$ cat src/rtl/acc_stack.sv
// Accumulator with ALU ops, status flags and a LIFO save/restore stack.
// All state changes on the falling clock edge; reset is async active-low.
module acc_stack #(
    parameter int DataWidth  = 32,
    parameter int StackDepth = 4
) (
    input  logic                 clock,
    input  logic                 reset,
    input  logic                 ACCOpEn,
    input  logic [2:0]           ACCOp,
    input  logic [DataWidth-1:0] ACCDataIn,
    input  logic                 ACCPush,
    input  logic                 ACCPop,
    input  logic                 ACCErrClr,
    output logic [DataWidth-1:0] ACCDataOut,
    output logic                 ACCNeg,
    output logic                 ACCZero,
    output logic                 ACCCarry,
    output logic                 ACCOverflow,
    output logic                 ACCStackFull,
    output logic                 ACCStackEmpty,
    output logic                 ACCStackErr
);

    localparam int CntW = $clog2(StackDepth + 1);
    localparam int IdxW = (StackDepth > 1) ? $clog2(StackDepth) : 1;
    localparam int Msb  = DataWidth - 1;
    localparam logic [CntW-1:0] FullCnt = CntW'(StackDepth);

    typedef enum logic [2:0] {
        OP_NOP  = 3'b000,
        OP_LOAD = 3'b001,
        OP_ADD  = 3'b010,
        OP_SUB  = 3'b011,
        OP_SHL  = 3'b100,
        OP_SHR  = 3'b101,
        OP_SAR  = 3'b110,
        OP_CLR  = 3'b111
    } op_e;

    logic [DataWidth-1:0] acc;
    logic                 carry;
    logic                 ovf;
    logic [CntW-1:0]      cnt;
    logic                 err;
    logic [DataWidth-1:0] mem [StackDepth];

    logic [DataWidth-1:0] acc_n;
    logic                 carry_n;
    logic                 ovf_n;
    logic [CntW-1:0]      cnt_n;
    logic                 err_n;

    logic [DataWidth-1:0] alu_acc;
    logic                 alu_c;
    logic                 alu_v;
    logic [DataWidth:0]   sum;
    logic [DataWidth:0]   diff;

    logic            full;
    logic            empty;
    logic            push_req;
    logic            pop_req;
    logic            push_ok;
    logic            pop_ok;
    logic            err_evt;
    logic [CntW-1:0] top_cnt;
    logic [IdxW-1:0] wr_idx;
    logic [IdxW-1:0] rd_idx;
    op_e             op;

    assign op = op_e'(ACCOp);

    assign empty = (cnt == '0);
    assign full  = (cnt == FullCnt);

    // Simultaneous push and pop is an error and touches neither.
    assign push_req = ACCPush & ~ACCPop;
    assign pop_req  = ACCPop & ~ACCPush;
    assign push_ok  = push_req & ~full;
    assign pop_ok   = pop_req & ~empty;
    assign err_evt  = (ACCPush & ACCPop)
                    | (push_req & full)
                    | (pop_req & empty);

    assign top_cnt = cnt - CntW'(1);
    assign wr_idx  = cnt[IdxW-1:0];
    assign rd_idx  = top_cnt[IdxW-1:0];

    assign sum  = {1'b0, acc} + {1'b0, ACCDataIn};
    assign diff = {1'b0, acc} - {1'b0, ACCDataIn};

    always_comb begin
        alu_acc = acc;
        alu_c   = carry;
        alu_v   = ovf;
        if (ACCOpEn) begin
            unique case (op)
                OP_NOP: ;
                OP_LOAD: begin
                    alu_acc = ACCDataIn;
                    alu_c   = 1'b0;
                    alu_v   = 1'b0;
                end
                OP_ADD: begin
                    alu_acc = sum[Msb:0];
                    alu_c   = sum[DataWidth];
                    alu_v   = (acc[Msb] == ACCDataIn[Msb])
                            && (sum[Msb] != acc[Msb]);
                end
                OP_SUB: begin
                    // MSB of the widened difference is the borrow.
                    alu_acc = diff[Msb:0];
                    alu_c   = diff[DataWidth];
                    alu_v   = (acc[Msb] != ACCDataIn[Msb])
                            && (diff[Msb] != acc[Msb]);
                end
                OP_SHL: begin
                    alu_acc = {acc[Msb-1:0], 1'b0};
                    alu_c   = acc[Msb];
                    alu_v   = 1'b0;
                end
                OP_SHR: begin
                    alu_acc = {1'b0, acc[Msb:1]};
                    alu_c   = acc[0];
                    alu_v   = 1'b0;
                end
                OP_SAR: begin
                    alu_acc = {acc[Msb], acc[Msb:1]};
                    alu_c   = acc[0];
                    alu_v   = 1'b0;
                end
                OP_CLR: begin
                    alu_acc = '0;
                    alu_c   = 1'b0;
                    alu_v   = 1'b0;
                end
                default: ;
            endcase
        end
    end

    always_comb begin
        acc_n   = alu_acc;
        carry_n = alu_c;
        ovf_n   = alu_v;
        cnt_n   = cnt;
        // A successful pop discards any op issued with it.
        if (pop_ok) begin
            acc_n   = mem[rd_idx];
            carry_n = 1'b0;
            ovf_n   = 1'b0;
            cnt_n   = top_cnt;
        end else if (push_ok) begin
            cnt_n = cnt + CntW'(1);
        end
        err_n = err_evt | (err & ~ACCErrClr);
    end

    always_ff @(negedge clock or negedge reset) begin
        if (!reset) begin
            acc   <= '0;
            carry <= 1'b0;
            ovf   <= 1'b0;
            cnt   <= '0;
            err   <= 1'b0;
        end else begin
            acc   <= acc_n;
            carry <= carry_n;
            ovf   <= ovf_n;
            cnt   <= cnt_n;
            err   <= err_n;
        end
    end

    // Entry storage is not reset; count gates all reads.
    always_ff @(negedge clock) begin
        if (reset && push_ok) begin
            mem[wr_idx] <= acc;
        end
    end

    assign ACCDataOut    = acc;
    assign ACCNeg        = acc[Msb];
    assign ACCZero       = ~|acc;
    assign ACCCarry      = carry;
    assign ACCOverflow   = ovf;
    assign ACCStackFull  = full;
    assign ACCStackEmpty = empty;
    assign ACCStackErr   = err;

endmodule

$ cat config.mk
export PLATFORM = sky130hd
export DESIGN_NAME = acc_stack
export DESIGN_NICKNAME = d
export VERILOG_FILES = /design/src/rtl/acc_stack.sv
export SDC_FILE = /design/constraint.sdc
export NUM_CORES = 1
export LEC_CHECK = 0
export CORE_MARGIN = 2
export CORE_UTILIZATION = 50
export DETAILED_ROUTE_END_ITERATION = 10
export GPL_ROUTABILITY_DRIVEN = 1
export GPL_TIMING_DRIVEN = 0
export PLACE_DENSITY_LB_ADDON = 0.05
export SLEW_MARGIN = 15
export SYNTH_ARGS = -nofsm -noshare
export SYNTH_HDL_FRONTEND = slang
export SYNTH_SLANG_ARGS = --single-unit
$ cat constraint.sdc
create_clock -name clock -period 5.3 [get_ports clock]
set_input_delay 1.06 -clock clock [delete_from_list [all_inputs] [get_ports clock]]
set_output_delay 1.06 -clock clock [all_outputs]
set_load 0.05 [all_outputs]
==> reports/metrics.yaml <==
clock_tree:
  clockBufferDepth: 2
  cts.sinks: 166
  cts-htree-levels: 4
  cts_buffers: 17
  root_buffer: "clkbuf_16"
  clk_pin_slew_ns: 0.06
  insertion_delay_ns: 0.49
  cts_tree: "yes"
placement:
  numPortBuffers: 79
  pre_cts_ws_ns: -1.946
  placed_area_mm2: 0.01350
  place.gp.congestion: 0.9704
  hpwl_mm: 30.03
worst_setup_path:
  cp.arrival_ns: 3.61
  crit_buf_inv: 4
  crit_chain: "buf_8, inv_4, ha_4, nand2b_4, a221oi_4, o31a_2, buf_6, a211oi_4, o41ai_4, buf_4, nor4_4, or4_4, a31oi_4, o22ai_1"
  r2r_slack_ns: 1.77
  regToRegEndpoint: "ACCDataOut[23]$_DFFE_NN0P_"
  cpMaxStageDelayCell: "or4_4"
  path_class: "input port to flip-flop"
  timing.rr.start: "ACCDataOut[9]$_DFFE_NN0P_"
  cp_top_family: "compound AO/OA/AOI/OAI gates"
  required_ns: 2.88
  rr_worst_depth: 14
  critPathMaxFanout: 3
  cp-end-kind: "flip-flop"
  critPathMaxStageDelay_ns: 0.50
  critPathLaunchType: "input port"
global_route:
  overflow: 0
  antenna_found_initial: 3
  grt_max_degree: 33
  grt_pass1_vias: 11940
  grt_pass1_wl_mm: 69.72
  grt_usage: 0.3795
drt:
  finalWirelength_mm: 49.49
  antenna_left: 0
  drt_iter0_markers: 1397
  via_count: 12680
  vias_per_cell: 6.364
  dr.pass1.iters: 8
  wl_per_cell_um: 24.83
  drc: 0
sta:
  worst_hold_slack_ns: 0.4983
  final-max-slew-violation-count: 0
  maxSlewHeadroom: 0.3419
  clock_skew_ns: 0.08610
  finalSetupViolCount: 33
  rsz0062_at_grt: "true"
  timing.final.ws_setup_ns: -0.7361
  hold_viol_final: 0
  tightest_slew_ns: 0.9871
  tns_ns: -14.39
yosys:
  synth_most_common_cell: "edfxtp_1"
  avgSynthCellArea_um2: 9.653
  ys.flop_type: "edfxtp_1"
  synth_edf_count: 128
  ys_types: 86
  synth_nets: 1338
  ys_ff_latch: 166
  yosysTopAreaCellShare: 0.3253
  synth_cells: 1224
  synth_common_cells: "128 x edfxtp_1, 125 x a21oi_1, 102 x nand2_1, 90 x nor2_1, 78 x inv_1"
  syn_area_mm2: 0.01182
  ys_seq_area_frac: 0.4058
  synth_warnings: 0
  yosys-top-cells-area: "edfxtp_1 33%, dfrtn_1 8.0%, ha_1 7.5%"
  synthArstFlopShare: 0.2289
  yosysTopAreaCell: "edfxtp_1"
die:
  fp.dieH_um: 157.7
  start_util: 0.5064
  dieWidth_um: 157.7
  rows: 56
  coreArea_mm2: 0.02333
  ioPinCount: 80
  dieArea_mm2: 0.02488
hold_path:
  hp-start: "ACCOverflow$_DFFE_NN0P_"
  holdPathStages: 2
  hold_end: "ACCOverflow$_DFFE_NN0P_"
  hp-class: "flip-flop to flip-flop"
finish:
  final_util: 0.7620
  drive_above_1_share: 0.3802
  multi_input_area_mm2: 0.008026
  final_area_mm2: 0.01778
  fill_cells: 1593
  area_growth_syn_to_layout_pct: 50.48
  fin_nets: 1774
  register_area_mm2: 0.004795
job:
  maxCapViolations: 0
pwr:
  power_leakage_uw: 0.007406
  ir_drop_v: 0.0004495
  powerDensity_mw_per_mm2: 632.7
outcome:
  violations: "setup timing"
  status: "complete, but fails checks"
[worst register-to-register path, stage by stage, from the launching register on]
cell and delay [ns]:
dfrtn_1 0.45, buf_4 0.17, buf_4 0.12, buf_4 0.19, ha_4 0.23, buf_6 0.13
nor4_4 0.25, and3_4 0.26, a2111oi_4 0.10, o41ai_4 0.41, buf_4 0.20, nor4_4 0.05
or4_4 0.50, a31oi_4 0.21, o22ai_1 0.10
[cell type report]
cell class	instances	share of cell area
Clock inverter	142	0.03730
Tap cell	319	0.02245
Antenna cell	1	0.0001407
Multi-Input combinational cell	906	0.4514
Inverter	78	0.02083
Timing Repair Buffer	301	0.1479
Sequential cell	166	0.2697
Buffer	62	0.02611
Clock buffer	18	0.02414
[routing by layer]
layer  share of wire  track usage  vias to the layer above
li1                -            -                     5491
met1            0.38       0.5089                     6061
met2            0.45       0.5830                      907
met3            0.12      0.09335                      221
met4           0.048       0.1706                        4
met5         0.00036            0                        -
[what timing repair did]
action	CTS	global route
endpoints found under the setup margin	204	177
gates resized for setup	486	130
hold buffers	0	0
buffers inserted	152	71
pin swaps	128	101
gates cloned	0	4
[power breakdown]
| part | switching (µW) | total (µW) | internal (µW) |
|---|---|---|---|
| Sequential | 225 | 1990 | 1760 |
| Clock | 902 | 1690 | 783 |
| Combinational | 4260 | 7580 | 3310 |
| Total | 5390 | 11200 | 5860 |
[worst max path at each step]
stage	from	end	slack, ns	cells past startpoint
2_1_floorplan	ACCDataIn[6]	ACCDataOut[29]$_DFFE_NN0P_	-0.82	11
3_3_place_gp	ACCOp[0]	ACCDataOut[24]$_DFFE_NN0P_	-1.96	8
3_5_place_dp	ACCDataIn[6]	ACCDataOut[23]$_DFFE_NN0P_	-1.95	12
4_1_cts	ACCDataIn[14]	ACCDataOut[23]$_DFFE_NN0P_	-0.72	13
5_1_grt	ACCDataIn[13]	ACCDataOut[28]$_DFFE_NN0P_	-0.81	14
6_report	ACCDataIn[14]	ACCDataOut[23]$_DFFE_NN0P_	-0.74	14
[sequential cells by signal (all words and copies together), names as in the netlist]
signal / flops
cnt: 3
ACCDataOut: 32
ACCStackErr: 1
mem: 128
ACCOverflow: 1
ACCCarry: 1
[cell families (layout without fill, tap and decap cells)]
logic type / after synthesis / count (layout) / synth area share
multiplexers: 55 / 55 / 0.08091
other: 0 / 1 / 0
AND/OR/NAND/NOR: 369 / 373 / 0.1537
adder cells (fa/ha/maj): 73 / 73 / 0.07858
AO/OA/AOI/OAI: 378 / 378 / 0.2084
XOR/XNOR: 27 / 27 / 0.02002
flip-flops: 166 / 166 / 0.4058
buffers and inverters: 156 / 601 / 0.05263
[per-stage QoR]
stage	std cells	power [µW]
finish	1993	11250
global route	1992	11710
CTS	1920	10230
detailed placement	1623	7161
global placement	1622	7130
floorplan	1224	5655
[placed cells by master (no fill, tap or decap), types with 12 or more instances in the layout]
| cell type | count |
|---|---|
| ha_1 | 32 |
| o21ai_1 | 18 |
| ha_4 | 34 |
| clkbuf_16 | 19 |
| inv_2 | 15 |
| o21ai_0 | 50 |
| dlygate4sd2_1 | 23 |
| clkbuf_2 | 23 |
| xnor2_1 | 16 |
| edfxtp_1 | 128 |
| nor2_1 | 79 |
| mux4_2 | 32 |
| nor3_1 | 21 |
| buf_4 | 205 |
| nor2b_1 | 16 |
| inv_1 | 173 |
| a21oi_1 | 98 |
| dfrtn_1 | 38 |
| a21oi_2 | 20 |
| nand2_1 | 97 |
| o22ai_1 | 15 |
| buf_6 | 34 |
| and3_1 | 16 |
| a31oi_1 | 12 |
| nand3_1 | 32 |
| o211ai_1 | 22 |
| mux2i_1 | 15 |
No activity file was read; power rests on OpenSTA's default activity.
